### config.mk
export PLATFORM = sky130hd
export DESIGN_NAME = an_decoder_pipe_flat
export DESIGN_NICKNAME = d
export VERILOG_FILES = /design/src/rtl/an_decoder_pipe_if.sv /design/src/rtl/an_decoder_pipe.sv /design/src/flat_wrapper.sv
export SDC_FILE = /design/constraint.sdc
export NUM_CORES = 1
export LEC_CHECK = 0
export BUFFER_PORTS_ARGS = -buffer_cell sky130_fd_sc_hd__buf_2
export CAP_MARGIN = 20
export CORE_MARGIN = 3
export CORE_UTILIZATION = 35
export CTS_CLUSTER_SIZE = 8
export DETAILED_ROUTE_END_ITERATION = 10
export HOLD_SLACK_MARGIN = 0.1
export PLACE_DENSITY = 0.61
export RECOVER_POWER = 25
export SKIP_CTS_REPAIR_TIMING = 1
export SYNTH_ARGS = -nofsm -noshare
export SYNTH_HDL_FRONTEND = slang
export SYNTH_SLANG_ARGS = --single-unit
### constraint.sdc
create_clock -name clk -period 5.17 [get_ports clk]
set_clock_uncertainty 0.2 [all_clocks]
set_input_delay 0.7755 -clock clk [delete_from_list [all_inputs] [get_ports clk]]
set_output_delay 0.7755 -clock clk [all_outputs]
set_load 0.02 [all_outputs]
### src/rtl/an_decoder_pipe_if.sv
// Stream bundle for an_decoder_pipe: codeword input side and decoded-word output side.
interface an_decoder_pipe_if #(
    parameter int AN_W = 9,
    parameter int N_W  = 4
);
    logic            in_valid;
    logic            in_ready;
    logic [AN_W-1:0] ANe;
    logic            out_valid;
    logic            out_ready;
    logic [N_W-1:0]  Nc;
    logic            corrected;
    logic            uncorrectable;
    logic            err_range;

    modport master (
        output in_valid, ANe, out_ready,
        input  in_ready, out_valid, Nc, corrected, uncorrectable, err_range
    );

    modport slave (
        input  in_valid, ANe, out_ready,
        output in_ready, out_valid, Nc, corrected, uncorrectable, err_range
    );
endinterface

### src/rtl/an_decoder_pipe.sv
// Three-stage AN-code single-bit corrector/decoder with saturating statistics counters.
// Optional quotient range check and Nc saturation: define ANDEC_RANGE_CHECK_EN.
module an_decoder_pipe #(
    parameter int A     = 19,
    parameter int AN_W  = 9,
    parameter int N_W   = 4,
    parameter int MOD_W = 5,
    parameter int CNT_W = 16
) (
    input  logic             clk,
    input  logic             rst,
    an_decoder_pipe_if.slave bus,
    input  logic             cnt_clr,
    output logic [CNT_W-1:0] word_cnt,
    output logic [CNT_W-1:0] corr_cnt,
    output logic [CNT_W-1:0] uncorr_cnt
);

    typedef struct packed {
        logic [AN_W-1:0] anc;
        logic            corr;
        logic            uncorr;
    } fix_t;

    function automatic int pow2_mod(input int i);
        int p;
        p = 1;
        for (int k = 0; k < i; k++) p = (p * 2) % A;
        return p;
    endfunction

    // Entry k of the correction table: even k -> 2^(k/2) mod A, odd k -> A minus that.
    function automatic int tbl_val(input int k);
        return (k % 2 == 0) ? pow2_mod(k / 2) : A - pow2_mod(k / 2);
    endfunction

    function automatic bit params_ok();
        bit ok;
        ok = (A >= 3) && (A % 2 == 1) && ((longint'(1) << MOD_W) > longint'(A)) &&
             (longint'(A) * ((longint'(1) << N_W) - 1) < (longint'(1) << AN_W));
        for (int k = 0; k < 2 * AN_W; k++) begin
            if (tbl_val(k) == 0) ok = 1'b0;
            for (int j = k + 1; j < 2 * AN_W; j++)
                if (tbl_val(k) == tbl_val(j)) ok = 1'b0;
        end
        return ok;
    endfunction

    if (!params_ok()) begin : g_param_err
        $fatal(1, "an_decoder_pipe: illegal combination of A, AN_W, N_W, MOD_W");
    end

    function automatic logic [MOD_W-1:0] syndrome(input logic [AN_W-1:0] ane);
        return MOD_W'(ane % AN_W'(A));
    endfunction

    function automatic fix_t correct(input logic [AN_W-1:0] ane, input logic [MOD_W-1:0] syn);
        fix_t r;
        r.anc    = ane;
        r.corr   = 1'b0;
        r.uncorr = 1'b0;
        for (int i = 0; i < AN_W; i++) begin
            if (!r.corr && (syn == MOD_W'(pow2_mod(i)) || syn == MOD_W'(A - pow2_mod(i)))) begin
                r.anc  = ane ^ (AN_W'(1) << i);
                r.corr = 1'b1;
            end
        end
        r.uncorr = (syn != '0) && !r.corr;
        return r;
    endfunction

`ifdef ANDEC_RANGE_CHECK_EN
    // Returns {out_of_range, Nc}; Nc clamps to all-ones when the quotient overflows N_W bits.
    function automatic logic [N_W:0] div_sat(input logic [AN_W-1:0] anc);
        logic [AN_W-1:0] q;
        q = anc / AN_W'(A);
        if (q > AN_W'((1 << N_W) - 1)) return {1'b1, {N_W{1'b1}}};
        return {1'b0, q[N_W-1:0]};
    endfunction
`else
    function automatic logic [N_W-1:0] div_trunc(input logic [AN_W-1:0] anc);
        return N_W'(anc / AN_W'(A));
    endfunction
`endif

    function automatic logic [CNT_W-1:0] sat_inc(input logic [CNT_W-1:0] c, input logic inc);
        return (inc && (c != '1)) ? c + CNT_W'(1) : c;
    endfunction

    logic             adv, hs;
    fix_t             fix;
    logic             vld_p1_d, vld_p1_q;
    logic [AN_W-1:0]  ane_p1_d, ane_p1_q;
    logic [MOD_W-1:0] syn_p1_d, syn_p1_q;
    logic             vld_p2_d, vld_p2_q;
    logic [AN_W-1:0]  anc_p2_d, anc_p2_q;
    logic             corr_p2_d, corr_p2_q, uncorr_p2_d, uncorr_p2_q;
    logic             vld_p3_d, vld_p3_q;
    logic [N_W-1:0]   nc_p3_d, nc_p3_q;
    logic             corr_p3_d, corr_p3_q, uncorr_p3_d, uncorr_p3_q;
`ifdef ANDEC_RANGE_CHECK_EN
    logic             rng_p3_d, rng_p3_q;
    logic [N_W:0]     dq;
`endif
    logic [CNT_W-1:0] word_cnt_d, word_cnt_q, corr_cnt_d, corr_cnt_q;
    logic [CNT_W-1:0] uncorr_cnt_d, uncorr_cnt_q;

    always_comb begin
        adv          = !vld_p3_q || bus.out_ready;
        hs           = vld_p3_q && bus.out_ready;
        fix          = correct(ane_p1_q, syn_p1_q);
        vld_p1_d     = vld_p1_q;
        ane_p1_d     = ane_p1_q;
        syn_p1_d     = syn_p1_q;
        vld_p2_d     = vld_p2_q;
        anc_p2_d     = anc_p2_q;
        corr_p2_d    = corr_p2_q;
        uncorr_p2_d  = uncorr_p2_q;
        vld_p3_d     = vld_p3_q;
        nc_p3_d      = nc_p3_q;
        corr_p3_d    = corr_p3_q;
        uncorr_p3_d  = uncorr_p3_q;
`ifdef ANDEC_RANGE_CHECK_EN
        rng_p3_d     = rng_p3_q;
        dq           = div_sat(anc_p2_q);
`endif
        if (adv) begin
            // S1: capture codeword and syndrome
            vld_p1_d    = bus.in_valid;
            ane_p1_d    = bus.ANe;
            syn_p1_d    = syndrome(bus.ANe);
            // S2: corrected codeword; flags of empty slots forced low
            vld_p2_d    = vld_p1_q;
            anc_p2_d    = fix.anc;
            corr_p2_d   = vld_p1_q && fix.corr;
            uncorr_p2_d = vld_p1_q && fix.uncorr;
            // S3: quotient
            vld_p3_d    = vld_p2_q;
            corr_p3_d   = vld_p2_q && corr_p2_q;
            uncorr_p3_d = vld_p2_q && uncorr_p2_q;
`ifdef ANDEC_RANGE_CHECK_EN
            nc_p3_d     = dq[N_W-1:0];
            rng_p3_d    = vld_p2_q && dq[N_W];
`else
            nc_p3_d     = div_trunc(anc_p2_q);
`endif
        end
        word_cnt_d   = sat_inc(word_cnt_q, hs);
        corr_cnt_d   = sat_inc(corr_cnt_q, hs && corr_p3_q);
        uncorr_cnt_d = sat_inc(uncorr_cnt_q, hs && uncorr_p3_q);
        if (cnt_clr) begin
            word_cnt_d   = '0;
            corr_cnt_d   = '0;
            uncorr_cnt_d = '0;
        end
    end

    always_ff @(posedge clk) begin
        ane_p1_q <= ane_p1_d;
        syn_p1_q <= syn_p1_d;
        anc_p2_q <= anc_p2_d;
        if (rst) begin
            vld_p1_q     <= 1'b0;
            vld_p2_q     <= 1'b0;
            corr_p2_q    <= 1'b0;
            uncorr_p2_q  <= 1'b0;
            vld_p3_q     <= 1'b0;
            nc_p3_q      <= '0;
            corr_p3_q    <= 1'b0;
            uncorr_p3_q  <= 1'b0;
`ifdef ANDEC_RANGE_CHECK_EN
            rng_p3_q     <= 1'b0;
`endif
            word_cnt_q   <= '0;
            corr_cnt_q   <= '0;
            uncorr_cnt_q <= '0;
        end else begin
            vld_p1_q     <= vld_p1_d;
            vld_p2_q     <= vld_p2_d;
            corr_p2_q    <= corr_p2_d;
            uncorr_p2_q  <= uncorr_p2_d;
            vld_p3_q     <= vld_p3_d;
            nc_p3_q      <= nc_p3_d;
            corr_p3_q    <= corr_p3_d;
            uncorr_p3_q  <= uncorr_p3_d;
`ifdef ANDEC_RANGE_CHECK_EN
            rng_p3_q     <= rng_p3_d;
`endif
            word_cnt_q   <= word_cnt_d;
            corr_cnt_q   <= corr_cnt_d;
            uncorr_cnt_q <= uncorr_cnt_d;
        end
    end

    assign bus.in_ready      = adv;
    assign bus.out_valid     = vld_p3_q;
    assign bus.Nc            = nc_p3_q;
    assign bus.corrected     = corr_p3_q;
    assign bus.uncorrectable = uncorr_p3_q;
`ifdef ANDEC_RANGE_CHECK_EN
    assign bus.err_range     = rng_p3_q;
`else
    assign bus.err_range     = 1'b0;
`endif
    assign word_cnt   = word_cnt_q;
    assign corr_cnt   = corr_cnt_q;
    assign uncorr_cnt = uncorr_cnt_q;

endmodule
### src/flat_wrapper.sv
// flat-port wrapper written by rule: the top's interface ports become plain ports
module an_decoder_pipe_flat 
#(
    parameter int A     = 19,
    parameter int AN_W  = 9,
    parameter int N_W   = 4,
    parameter int MOD_W = 5,
    parameter int CNT_W = 16
)
  (clk, rst, cnt_clr, word_cnt, corr_cnt, uncorr_cnt, bus_in_valid, bus_ANe, bus_out_ready, bus_in_ready, bus_out_valid, bus_Nc, bus_corrected, bus_uncorrectable, bus_err_range);
  an_decoder_pipe_if #(.AN_W(AN_W), .N_W(N_W)) bus_i ();
  input  logic clk;
  input  logic rst;
  input  logic cnt_clr;
  output logic [CNT_W-1:0] word_cnt;
  output logic [CNT_W-1:0] corr_cnt;
  output logic [CNT_W-1:0] uncorr_cnt;
  input wire logic [$bits(bus_i.in_valid)-1:0] bus_in_valid;
  input wire logic [$bits(bus_i.ANe)-1:0] bus_ANe;
  input wire logic [$bits(bus_i.out_ready)-1:0] bus_out_ready;
  output wire logic [$bits(bus_i.in_ready)-1:0] bus_in_ready;
  output wire logic [$bits(bus_i.out_valid)-1:0] bus_out_valid;
  output wire logic [$bits(bus_i.Nc)-1:0] bus_Nc;
  output wire logic [$bits(bus_i.corrected)-1:0] bus_corrected;
  output wire logic [$bits(bus_i.uncorrectable)-1:0] bus_uncorrectable;
  output wire logic [$bits(bus_i.err_range)-1:0] bus_err_range;
  assign bus_i.in_valid = bus_in_valid;
  assign bus_i.ANe = bus_ANe;
  assign bus_i.out_ready = bus_out_ready;
  assign bus_in_ready = bus_i.in_ready;
  assign bus_out_valid = bus_i.out_valid;
  assign bus_Nc = bus_i.Nc;
  assign bus_corrected = bus_i.corrected;
  assign bus_uncorrectable = bus_i.uncorrectable;
  assign bus_err_range = bus_i.err_range;
  an_decoder_pipe #(.A(A), .AN_W(AN_W), .N_W(N_W), .MOD_W(MOD_W), .CNT_W(CNT_W)) u_core (.clk(clk), .rst(rst), .bus(bus_i), .cnt_clr(cnt_clr), .word_cnt(word_cnt), .corr_cnt(corr_cnt), .uncorr_cnt(uncorr_cnt));
endmodule
# Yosys cells after proc, flatten, opt, wreduce, memory -nomap -nowiden
# Index checks and enable logic that the tools add are counted.
[op_classes]
div = 2
n_eq_ne = 21
add_sub_neg = 3
reduce_logical = 41
muxes = 9
bitwise = 9
[op_table]
columns = ["op", "n"]
rows = [
  ["$add 16x1->16 const B", 3],
  ["$ne 16x16->1 const B", 3],
  ["$eq 5x4->1 const B", 8],
  ["$eq 5x3->1 const B", 4],
  ["$logic_and 1x1->1", 19],
  ["$eq 5x5->1 const B", 3],
  ["$eq 5x2->1 const B", 2],
  ["$logic_not 1->1", 10],
  ["$logic_or 1x1->1", 10],
  ["$mux 10", 1],
  ["$div 9x5->9 const B", 1],
  ["$mod 9x5->9 const B", 1],
  ["$mux 9", 1],
  ["$not 1->1", 9],
  ["$mux 8", 1],
  ["$mux 7", 1],
  ["$mux 6", 1],
  ["$eq 5x1->1 const B", 1],
  ["$mux 5", 1],
  ["$reduce_bool 5->1", 1],
  ["$mux 4", 1],
  ["$mux 3", 1],
  ["$mux 2", 1],
  ["$reduce_or 2->1", 1],
]
[word_totals]
in_bits = 14
reg_bits = 82
out_inout_bits = 57

# Depth between registers and ports, before layout
# Gate-level depths: netlist of the first run.
[logic_depth]
depth_word = 30
ltp_mapped = 17
mapped_depth_nobuf = 15

# Worst setup path after synthesis of the first run
# No wires, ideal clock.
[synth_path]
path_kind = "in2reg"
start = "input bus_ANe[7]"
end = "register u_core.syn_p1_q[1] (data pin)"
path_stages = 16
setup_slack_ps = 685
t_arrival_ps = 4023
n_path_buf = 1
required_ps = 4708
path_cell_list = "buf_2 > nor2b_1 > a221o_1 > a221o_1 > o221a_2 > a221oi_4 > xnor2_2 > a21oi_2 > xnor2_1 > ha_1 > nor2_1 > o211ai_1 > o21ai_0 > o211ai_2 > a21oi_2 > mux2_1"
[synth_between]
elab_chain_cells = 1
[synth_lines]
columns = ["element", "line_no", "rtl"]
rows = [
  ["from (decl)", "flat_wrapper.sv:19", "input wire logic [$bits(bus_i.ANe)-1:0] bus_ANe;"],
  ["$mod 9x5->9", "an_decoder_pipe.sv:54", "return MOD_W'(ane % AN_W'(A));"],
  ["to (signal assigned)", "an_decoder_pipe.sv:160", "syn_p1_q <= syn_p1_d;"],
  ["to (decl)", "an_decoder_pipe.sv:94", "logic [MOD_W-1:0] syn_p1_d, syn_p1_q;"],
]
# No other way between the ends.
# A chain may end at the register's enable or synchronous reset.

# Final worst setup path of the first run
[layout_path]
start = "input bus_ANe[4]"
end = "register u_core.syn_p1_q[1] (data pin)"
# The elaborated chain is that of the path after synthesis.

==> results of run 1 <==
## flip-flops by register name (all words and copies together) (netlist names)
| register | cells |
|---|---|
| u_core.corr_cnt | 16 |
| u_core.uncorr_cnt | 16 |
| u_core.word_cnt | 16 |
| u_core.anc_p2_q | 9 |
| u_core.ane_p1_q | 9 |
| u_core.syn_p1_q | 5 |
| u_core.bus.Nc | 4 |
| u_core.bus.corrected | 1 |
| u_core.bus.out_valid | 1 |
| u_core.bus.uncorrectable | 1 |
| u_core.corr_p2_q | 1 |
| u_core.uncorr_p2_q | 1 |
| u_core.vld_p1_q | 1 |
| u_core.vld_p2_q | 1 |
## worst max-delay path: stages
cell and delay, ps:
buf_2 370, nand2b_1 300, a2111oi_2 130, or3_1 480, a2111oi_0 610, a211oi_2 130, a21oi_2 210, xnor2_1 100
ha_1 240, nor2_1 150, o211ai_1 100, o21ai_0 270, o211ai_2 140, a21oi_2 200, mux2_1 330
## per-layer routing
layer  global-route usage (%)  wire (um)  vias to the layer above
met5                        0          0                        -
met3                     2.76        562                       10
met1                     19.0       5750                     2219
met2                     24.6       5920                      101
li1                         -          -                     2413
met4                     3.36        122                        0
## per-stage QoR
stage,instance area [sq um],cells,util [%],setup slack [ps]
finish,6070,875,41.1,512
floorplan,5350,635,-,685
global placement,5820,860,39.5,322
detailed placement,5820,860,39.5,206
CTS,6100,875,41.4,541
global route,6070,875,41.1,77.1
## power breakdown
part	leakage [nW]	total (mW)	switching (mW)	internal, mW
clock network	0.141	0.602	0.250	0.351
registers	0.720	0.903	0.147	0.756
logic	1.36	1.10	0.619	0.480
total	2.22	2.60	1.02	1.59
## cell usage in the layout, fill, tap and decap left out, drive strengths merged, types with 5 or more instances in the layout
| cell | instances |
|---|---|
| nor2 | 72 |
| nand2 | 60 |
| dfxtp | 59 |
| buf | 51 |
| a21oi | 36 |
| clkbuf | 36 |
| xnor2 | 33 |
| o21ai | 28 |
| xor2 | 27 |
| edfxtp | 23 |
| nand3 | 22 |
| inv | 19 |
| nand4 | 17 |
| and3 | 15 |
| nor3 | 15 |
| mux2i | 13 |
| nor2b | 12 |
| nand2b | 11 |
| or3 | 10 |
| a211oi | 8 |
| o211ai | 7 |
| ha | 6 |
| nor3b | 5 |
| o31ai | 5 |
## cell usage after synthesis (all sizes together), types with 17 or more instances
cell type / count
a21oi: 36
nand2: 60
inv: 18
nand3: 22
clkbuf: 21
nor2: 72
nand4: 17
xor2: 27
edfxtp: 23
o21ai: 28
dfxtp: 59
xnor2: 33
## path summary, 6_finish.rpt
path	start	end	slack, ps	cells past startpoint
min reg2reg	u_core.corr_p2_q$_SDFFE_PP0P_	u_core.corr_p2_q$_SDFFE_PP0P_	250	2
max	bus_ANe[4]	u_core.syn_p1_q[1]$_DFFE_PP_	510	15
min	u_core.corr_p2_q$_SDFFE_PP0P_	u_core.corr_p2_q$_SDFFE_PP0P_	250	2
max reg2reg	u_core.anc_p2_q[8]$_DFFE_PP_	u_core.bus.Nc[0]$_SDFFE_PP0P_	1500	10
## cell families (layout without fill, tap and decap cells)
logic type	after synthesis	after routing	share of synthesized area, %
AO/OA/AOI/OAI	145	145	20.2
XOR/XNOR	60	60	9.96
adder cells (fa/ha/maj)	9	9	1.96
buffers and inverters	53	109	4.21
flip-flops	82	82	35.0
multiplexers	17	17	3.41
other	1	1	0.0701
AND/OR/NAND/NOR	268	268	25.2
## layout make-up
| cell class | count | area [sq um] | share of cell area [%] |
|---|---|---|---|
| clock buffer | 11 | 254 | 4.18 |
| inverter | 18 | 67.6 | 1.11 |
| tap | 184 | 230 | 3.79 |
| clock inverter | 4 | 25.0 | 0.412 |
| sequential | 82 | 1870 | 30.8 |
| timing repair buffer | 76 | 367 | 6.04 |
| multi-input combinational | 500 | 3250 | 53.6 |
==> impl_metrics.py, run 1 <==
metrics = {
    "grt": {
        "grt_pass1_wl_mm": 20.5,
        "grt_max_degree": 49,
        "grt_antenna_before_repair": 0,
        "overflow": 0,
        "grt_pass1_vias": 4326,
        "track_usage_pct": 14.5,
    },
    "clock_tree": {
        "clock_latency_ps": 330,
        "clockBufferDepth": 2,
        "clkSlewWorstSetupHoldPaths_ps": 60,
        "cts_htree_levels": 3,
        "clockRootBuffer": "clkbuf_16",
        "numCtsBuffers": 9,
        "cts_tree": "done",
        "cts_sinks": 82,
    },
    "timing": {
        "period_share_pct": 90.1,
        "holdWs_ps": 255,
        "rsz0062_at_grt": "no",
        "slew_violations": 0,
        "worst_pin_slew_ps": 891,
        "fin_tns_setup_ps": 0,
        "setup_violations": 0,
        "maxSlewHeadroom_pct": 40.6,
        "hold_viol": 0,
        "max_freq_ghz": 0.215,
        "layout_min_cycle_time_ps": 4660,
    },
    "floorplan": {
        "die_h_um": 130,
        "rows": 44,
        "dieArea_sq_mm": 0.0168,
        "die_w_um": 130,
        "core_sq_mm": 0.0148,
        "initial_core_util_pct": 36.3,
        "io_pins": 71,
    },
    "placement": {
        "hpwlAfterDp_mm": 8.84,
        "gp_congestion": 0.870,
        "port_buffers": 69,
    },
    "synthesis": {
        "synth_edf_count": 23,
        "synth_fp_nets": 655,
        "synth-seq-cells": 82,
        "synth_top_area_cell": "dfxtp_1",
        "syn_inst": 635,
        "syn_avg_cell_area_sq_um": 8.43,
        "yosys_warnings": 0,
        "syn-cell-area_sq_mm": 0.00535,
        "ys.flop_type": "dfxtp_1",
        "async_reset_ff_share_pct": 0,
        "synth_area_leaders": "dfxtp_1 (22%), edfxtp_1 (13%), xnor2_1 (5.2%), nor2_1 (5.0%), xor2_1 (4.4%)",
        "yosysSeqAreaShare_pct": 35.0,
        "synthDistinctLibCells": 82,
        "synth_top_area_share_pct": 22.1,
    },
    "layout": {
        "antennaDiodeCount": 0,
        "fin_nets": 707,
        "drive_gt1_share_pct": 13.5,
        "fillers": 1491,
        "syn_to_final_growth_pct": 13.4,
    },
    "pwr": {
        "p_leak_nw": 2.22,
        "report.power.total_mw": 2.60,
        "ir_worst_vdd_mv": 0.189,
        "power_density_mw_per_mm2": 429,
    },
    "route": {
        "first_pass_iters": 5,
        "avgViaCountPerCell": 5.42,
        "wirelength_mm": 12.4,
        "num_vias": 4743,
        "drc": 0,
        "ant_nets": 0,
        "detail_route.wl_per_cell_um": 14.1,
        "drtIter0Drc": 420,
    },
    "setup_path": {
        "crit_type": "in -> reg",
        "cp_data_required_time_ps": 5050,
        "cp_max_fo": 27,
        "critPathLaunchType": "primary input",
        "cp-end-kind": "register",
        "arrival_ps": 4540,
    },
    "hold_path": {
        "hold_path.class": "reg -> reg",
    },
    "flow_run": {
        "drv_cap": 0,
    },
    "outcome": {
        "status": "completed",
    },
}
Power figures use the tool's default switching activity.
==> inputs of run 2 (changes only) <==
- ABC_AREA: not set -> 1
- CORE_MARGIN: 3 -> not set
==> run 2 against run 1 <==
  * Final cell count up 9.7%
  * Flip-flop and latch count unchanged
  * Critical path type unchanged
  * Fmax up 24%
  * Critical endpoint is now u_core.syn_p1_q[2]$_DFFE_PP_
  * Largest cell class unchanged
  * Clock power up 9.3%
  * Synthesized cell count up 10%
  * Sequential share of layout area up 1.1 points
  * Setup slack better by 910 ps
  * Worst hold slack better by 9.6 ps
  * Synthesized area down 6.2%
==> impl_metrics.py, run 2 <==
metrics = {
    "grt": {
        "grt_pass1_vias": 3969,
        "grt_max_degree": 36,
        "grt_pass1_wl_mm": 18.1,
        "overflow": 0,
        "grt_antenna_before_repair": 0,
        "track_usage_pct": 15.0,
    },
    "layout": {
        "fin_area_sq_mm": 0.00585,
        "syn_to_final_growth_pct": 16.7,
        "final_cells": 960,
        "layout_common_cells": "nand2_1 (132), inv_1 (106), nor2_1 (64), dfxtp_1 (59)",
        "antennaDiodeCount": 0,
        "multiInputGateArea_sq_mm": 0.00267,
        "drive_gt1_share_pct": 16.8,
        "layout_commonest_cell": "nand2_1",
        "regArea_sq_mm": 0.00187,
        "fin_nets": 796,
        "fillers": 1438,
    },
    "floorplan": {
        "die_w_um": 122,
        "core_sq_mm": 0.0139,
        "io_pins": 71,
        "initial_core_util_pct": 36.0,
        "rows": 43,
        "die_h_um": 122,
        "dieArea_sq_mm": 0.0148,
    },
    "route": {
        "avgViaCountPerCell": 4.63,
        "drtIter0Drc": 251,
        "first_pass_iters": 4,
        "drc": 0,
        "num_vias": 4440,
        "ant_nets": 0,
        "detail_route.wl_per_cell_um": 10.9,
        "wirelength_mm": 10.4,
    },
    "synthesis": {
        "syn_avg_cell_area_sq_um": 7.16,
        "async_reset_ff_share_pct": 0,
        "synthDistinctLibCells": 42,
        "synthTopCellsByCount": "nand2_1 (132), inv_1 (106), nor2_1 (65)",
        "syn_inst": 701,
        "synth-seq-cells": 82,
        "ys.flop_type": "dfxtp_1",
        "synth_edf_count": 23,
        "yosysMostFrequentCell": "nand2_1",
        "synth_top_area_share_pct": 23.5,
        "yosysSeqAreaShare_pct": 37.3,
        "synth_top_area_cell": "dfxtp_1",
        "synth_area_leaders": "dfxtp_1 (24%), edfxtp_1 (14%), nand2_1 (9.9%), inv_1 (7.9%), a21oi_1 (5.2%)",
        "yosys_warnings": 0,
        "syn-cell-area_sq_mm": 0.00502,
        "synth_fp_nets": 721,
    },
    "setup_path": {
        "cp_max_fo": 6,
        "critical_path_buf_inv_count": 2,
        "cp_data_required_time_ps": 5050,
        "crit_type": "in -> reg",
        "cp-end-kind": "register",
        "cp_slowest_stage_delay_ps": 210,
        "arrival_ps": 3630,
        "critPathLaunchType": "primary input",
        "r2r_setup_slack_ps": 1790,
        "slowest_stage": "ha_1",
        "cpLargestDelayFamily": "simple AND/OR/NAND/NOR gates",
        "cpMostUsedCell": "nand2_2",
    },
    "timing": {
        "fin_tns_setup_ps": 0,
        "holdWs_ps": 264,
        "period_share_pct": 72.4,
        "worst_pin_slew_ps": 651,
        "rsz0062_at_grt": "no",
        "maxSlewHeadroom_pct": 56.5,
        "layout_min_cycle_time_ps": 3740,
        "setup_violations": 0,
        "slew_violations": 0,
        "hold_viol": 0,
        "max_freq_ghz": 0.267,
    },
    "clock_tree": {
        "clockRootBuffer": "clkbuf_16",
        "cts_htree_levels": 3,
        "cts_tree": "done",
        "clockBufferDepth": 2,
        "clock_latency_ps": 330,
        "clkSlewWorstSetupHoldPaths_ps": 60,
        "cts_sinks": 82,
        "numCtsBuffers": 9,
    },
    "pwr": {
        "p_leak_nw": 2.51,
        "ir_worst_vdd_mv": 0.283,
        "power_density_mw_per_mm2": 530,
    },
    "placement": {
        "gp_congestion": 0.807,
        "hpwlAfterDp_mm": 7.96,
        "post-place-cells": 945,
        "port_buffers": 69,
        "place_area_sq_mm": 0.00558,
    },
    "flow_run": {
        "drv_cap": 0,
    },
    "outcome": {
        "status": "completed",
    },
    "hold_path": {
        "hold_path.class": "reg -> reg",
    },
}
## run 2: changes by cell type in the layout (fill, tap and decap cells not counted), sizes merged, moves of 15 or more
cell / delta
o21ai: +16
xnor2: -24
nand2: +111
and3: -15
nand3: +38
inv: +99
a21oi: +16
## run 2: per-layer routing
metal	global-route usage [%]	share of wire, %	up-vias
met5	0	0	-
met4	4.40	0.98	0
met3	2.15	3.1	9
met2	23.3	43	63
met1	21.3	52	1923
li1	-	-	2445
## run 2: layout make-up
cell class              count  share of cell area, %
flip-flops and latches     82                   32.0
inverters                 119                   7.67
clock inverters             5                   1.05
clock buffers              10                   4.28
multi-input cells         493                   45.6
repair buffers             71                   5.58
well taps                 180                   3.85
## run 2: kinds of logic (layout without fill, tap and decap cells)
| family | after synthesis | count (layout) | share of synthesized area, % |
|---|---|---|---|
| AND/OR/NAND/NOR | 351 | 351 | 35.3 |
| adder cells (fa/ha/maj) | 6 | 6 | 1.50 |
| AO/OA/AOI/OAI | 112 | 112 | 12.1 |
| flip-flops | 82 | 82 | 37.3 |
| other | 1 | 1 | 0.0747 |
| XOR/XNOR | 23 | 23 | 4.16 |
| buffers and inverters | 126 | 205 | 9.55 |
## run 2: stage by stage
stage                     total power, mW  utilization [%]  worst slack [ps]
after global routing                 3.45             42.0              1080
final                                3.10             42.0              1430
after detailed placement             2.47             40.0              1170
after CTS                            3.14             42.2              1520
after floorplan                      2.21                -              1550
after global placement               2.46             40.0              1270
## run 2: where the power goes
part           leakage (nW)  total [mW]  internal, mW  switching, mW
Combinational          1.64        1.63         0.571           1.06
Clock                 0.154       0.658         0.403          0.255
Sequential            0.721       0.820         0.767         0.0531
## run 2: worst paths after layout
kind	from	to	cells past startpoint
max	bus_ANe[4]	u_core.syn_p1_q[2]$_DFFE_PP_	29
max reg2reg	u_core.anc_p2_q[4]$_DFFE_PP_	u_core.bus.Nc[0]$_SDFFE_PP0P_	27
min	u_core.uncorr_p2_q$_SDFFE_PP0P_	u_core.uncorr_p2_q$_SDFFE_PP0P_	2
min reg2reg	u_core.uncorr_p2_q$_SDFFE_PP0P_	u_core.uncorr_p2_q$_SDFFE_PP0P_	2
## run 2: tightest hold or removal path, cell delays in order (launching register included)
cell     delay, ps
dfxtp_1        310
nand2_1         60
a21oi_1         50
==> inputs of run 3 (changes only) <==
- clock period: 5.17 -> 3.5 ns (I/O delays scaled with it)
==> run 3 against run 2 <==
  * Worst hold slack worse by 0.66 ps
  * Highest routed layer unchanged
  * Die area unchanged
  * Largest power group unchanged
  * Count of clock-buffer cells in the layout unchanged
  * Setup slack worse by 1100 ps
  * Clock power up 46%
==> impl_metrics.py, run 3 (synthesis results as in run 2) <==
metrics = {
    "setup_path": {
        "cp_data_required_time_ps": 3390,
        "slowest_stage": "ha_2",
        "cp_slowest_stage_delay_ps": 190,
        "cp_max_fo": 6,
        "cpLargestDelayFamily": "simple AND/OR/NAND/NOR gates",
        "arrival_ps": 3100,
        "critPathLaunchType": "primary input",
        "critical_path_buf_inv_count": 6,
        "cp-end-kind": "register",
        "crit_type": "in -> reg",
        "cpMostUsedCell": "nand2_4",
    },
    "route": {
        "wirelength_mm": 10.8,
        "num_vias": 4572,
        "drtIter0Drc": 179,
        "drc": 0,
        "detail_route.wl_per_cell_um": 10.9,
        "ant_nets": 0,
        "avgViaCountPerCell": 4.60,
        "first_pass_iters": 4,
    },
    "pwr": {
        "p_leak_nw": 2.72,
        "p_comb_share_pct": 55.2,
        "p_sw_share_pct": 44.0,
        "power_frac_seq_pct": 25.1,
        "intPower_mw": 2.72,
        "power_frac_clock_pct": 19.7,
        "power_density_mw_per_mm2": 783,
        "p_switching_mw": 2.14,
        "ir_worst_vdd_mv": 0.441,
    },
    "floorplan": {
        "dieArea_sq_mm": 0.0148,
        "initial_core_util_pct": 36.0,
        "core_sq_mm": 0.0139,
        "die_w_um": 122,
        "io_pins": 71,
        "rows": 43,
        "die_h_um": 122,
    },
    "layout": {
        "regArea_sq_mm": 0.00187,
        "final_cells": 993,
        "multiInputGateArea_sq_mm": 0.00278,
        "drive_gt1_share_pct": 23.2,
        "fillers": 1442,
        "antennaDiodeCount": 0,
        "syn_to_final_growth_pct": 23.6,
        "layout_common_cells": "nand2_1 (127), inv_1 (105), nor2_1 (61), dfxtp_1 (59), a21oi_1 (52)",
        "layout_commonest_cell": "nand2_1",
        "fin_nets": 829,
    },
    "hold_path": {
        "hold_path.class": "in -> reg",
    },
    "timing": {
        "hold_viol": 0,
        "slew_violations": 0,
        "setup_violations": 0,
        "max_freq_ghz": 0.311,
        "period_share_pct": 91.9,
        "fin_tns_setup_ps": 0,
        "worst_pin_slew_ps": 515,
        "layout_min_cycle_time_ps": 3220,
        "maxSlewHeadroom_pct": 65.6,
    },
    "grt": {
        "grt_pass1_wl_mm": 18.6,
        "track_usage_pct": 15.3,
        "grt_max_degree": 36,
        "grt_antenna_before_repair": 0,
        "overflow": 0,
        "grt_pass1_vias": 4212,
    },
    "clock_tree": {
        "numCtsBuffers": 9,
        "cts_htree_levels": 3,
        "clock_latency_ps": 330,
        "clockBufferDepth": 2,
        "clkSlewWorstSetupHoldPaths_ps": 60,
        "clockRootBuffer": "clkbuf_16",
        "cts_sinks": 82,
        "cts_tree": "done",
    },
    "placement": {
        "port_buffers": 69,
        "post-place-cells": 975,
        "gp_congestion": 0.809,
        "hpwlAfterDp_mm": 8.15,
    },
    "outcome": {
        "status": "completed",
    },
    "flow_run": {
        "drv_cap": 0,
    },
}
==> run 3: cell types whose count changed in the layout (fill, tap and decap cells not counted), moves of 2 or more <==
cell	delta
buf_4	+32
buf_2	+9
clkbuf_1	-8
nand2_4	+6
nand2_1	-5
nor2_4	+4
nor2_1	-3
ha_1	-2
ha_2	+2
inv_2	+2
o21ai_2	+2
==> run 3: final timing paths <==
check	from	end	slack, ps	depth (start not counted)
setup / recovery	bus_ANe[6]	u_core.syn_p1_q[0]$_DFFE_PP_	280	29
hold / removal	bus_ANe[1]	u_core.ane_p1_q[1]$_DFFE_PP_	260	1
setup reg to reg	u_core.anc_p2_q[4]$_DFFE_PP_	u_core.bus.Nc[0]$_SDFFE_PP0P_	410	26
hold reg to reg	u_core.uncorr_p2_q$_SDFFE_PP0P_	u_core.uncorr_p2_q$_SDFFE_PP0P_	260	2
==> run 3: area by class of cell <==
cell class	instances	share of cell area, %
multi-input combinational	493	44.7
sequential	82	30.2
timing repair buffer	104	9.38
inverter	119	7.24
clock buffer	10	3.85
tap	180	3.63
clock inverter	5	0.988
==> run 3: stage by stage <==
stage	total power, mW	hold slack (ps)	area (sq um)	setup slack, ps	util [%]
floorplan	3.27	246	5020	134	-
global placement	3.72	256	5800	-49.7	41.6
detailed placement	3.74	259	5800	-118	41.6
CTS	4.71	240	6100	112	43.8
global route	5.37	248	6200	-14.1	44.5
finish	4.86	264	6200	283	44.5
==> run 3: per-layer routing <==
| metal | up-vias | track usage (%) | part of all wire [%] |
|---|---|---|---|
| li1 | 2507 | - | - |
| met5 | - | 0 | 0 |
| met2 | 60 | 25.1 | 45 |
| met3 | 4 | 3.04 | 2.8 |
| met4 | 0 | 3.94 | 0.55 |
| met1 | 2001 | 20.6 | 51 |
==> run 3: worst reg2reg max path, delay by kind of cell (launching register included) <==
family          cells  cell delay, ps
compound gates      2             320
fa+ha+maj           1             180
buf+inv             5             360
flops               1             420
simple gates       18            1530
==> run 3: power groups by stage <==
stage | combinational, mW | sequential [mW] | clock, mW
global route | 3.11 | 1.23 | 1.02
global placement | 2.49 | 1.23 | 0
detailed placement | 2.51 | 1.23 | 0
floorplan | 2.02 | 1.25 | 0
finish | 2.68 | 1.22 | 0.958
CTS | 2.51 | 1.21 | 0.986
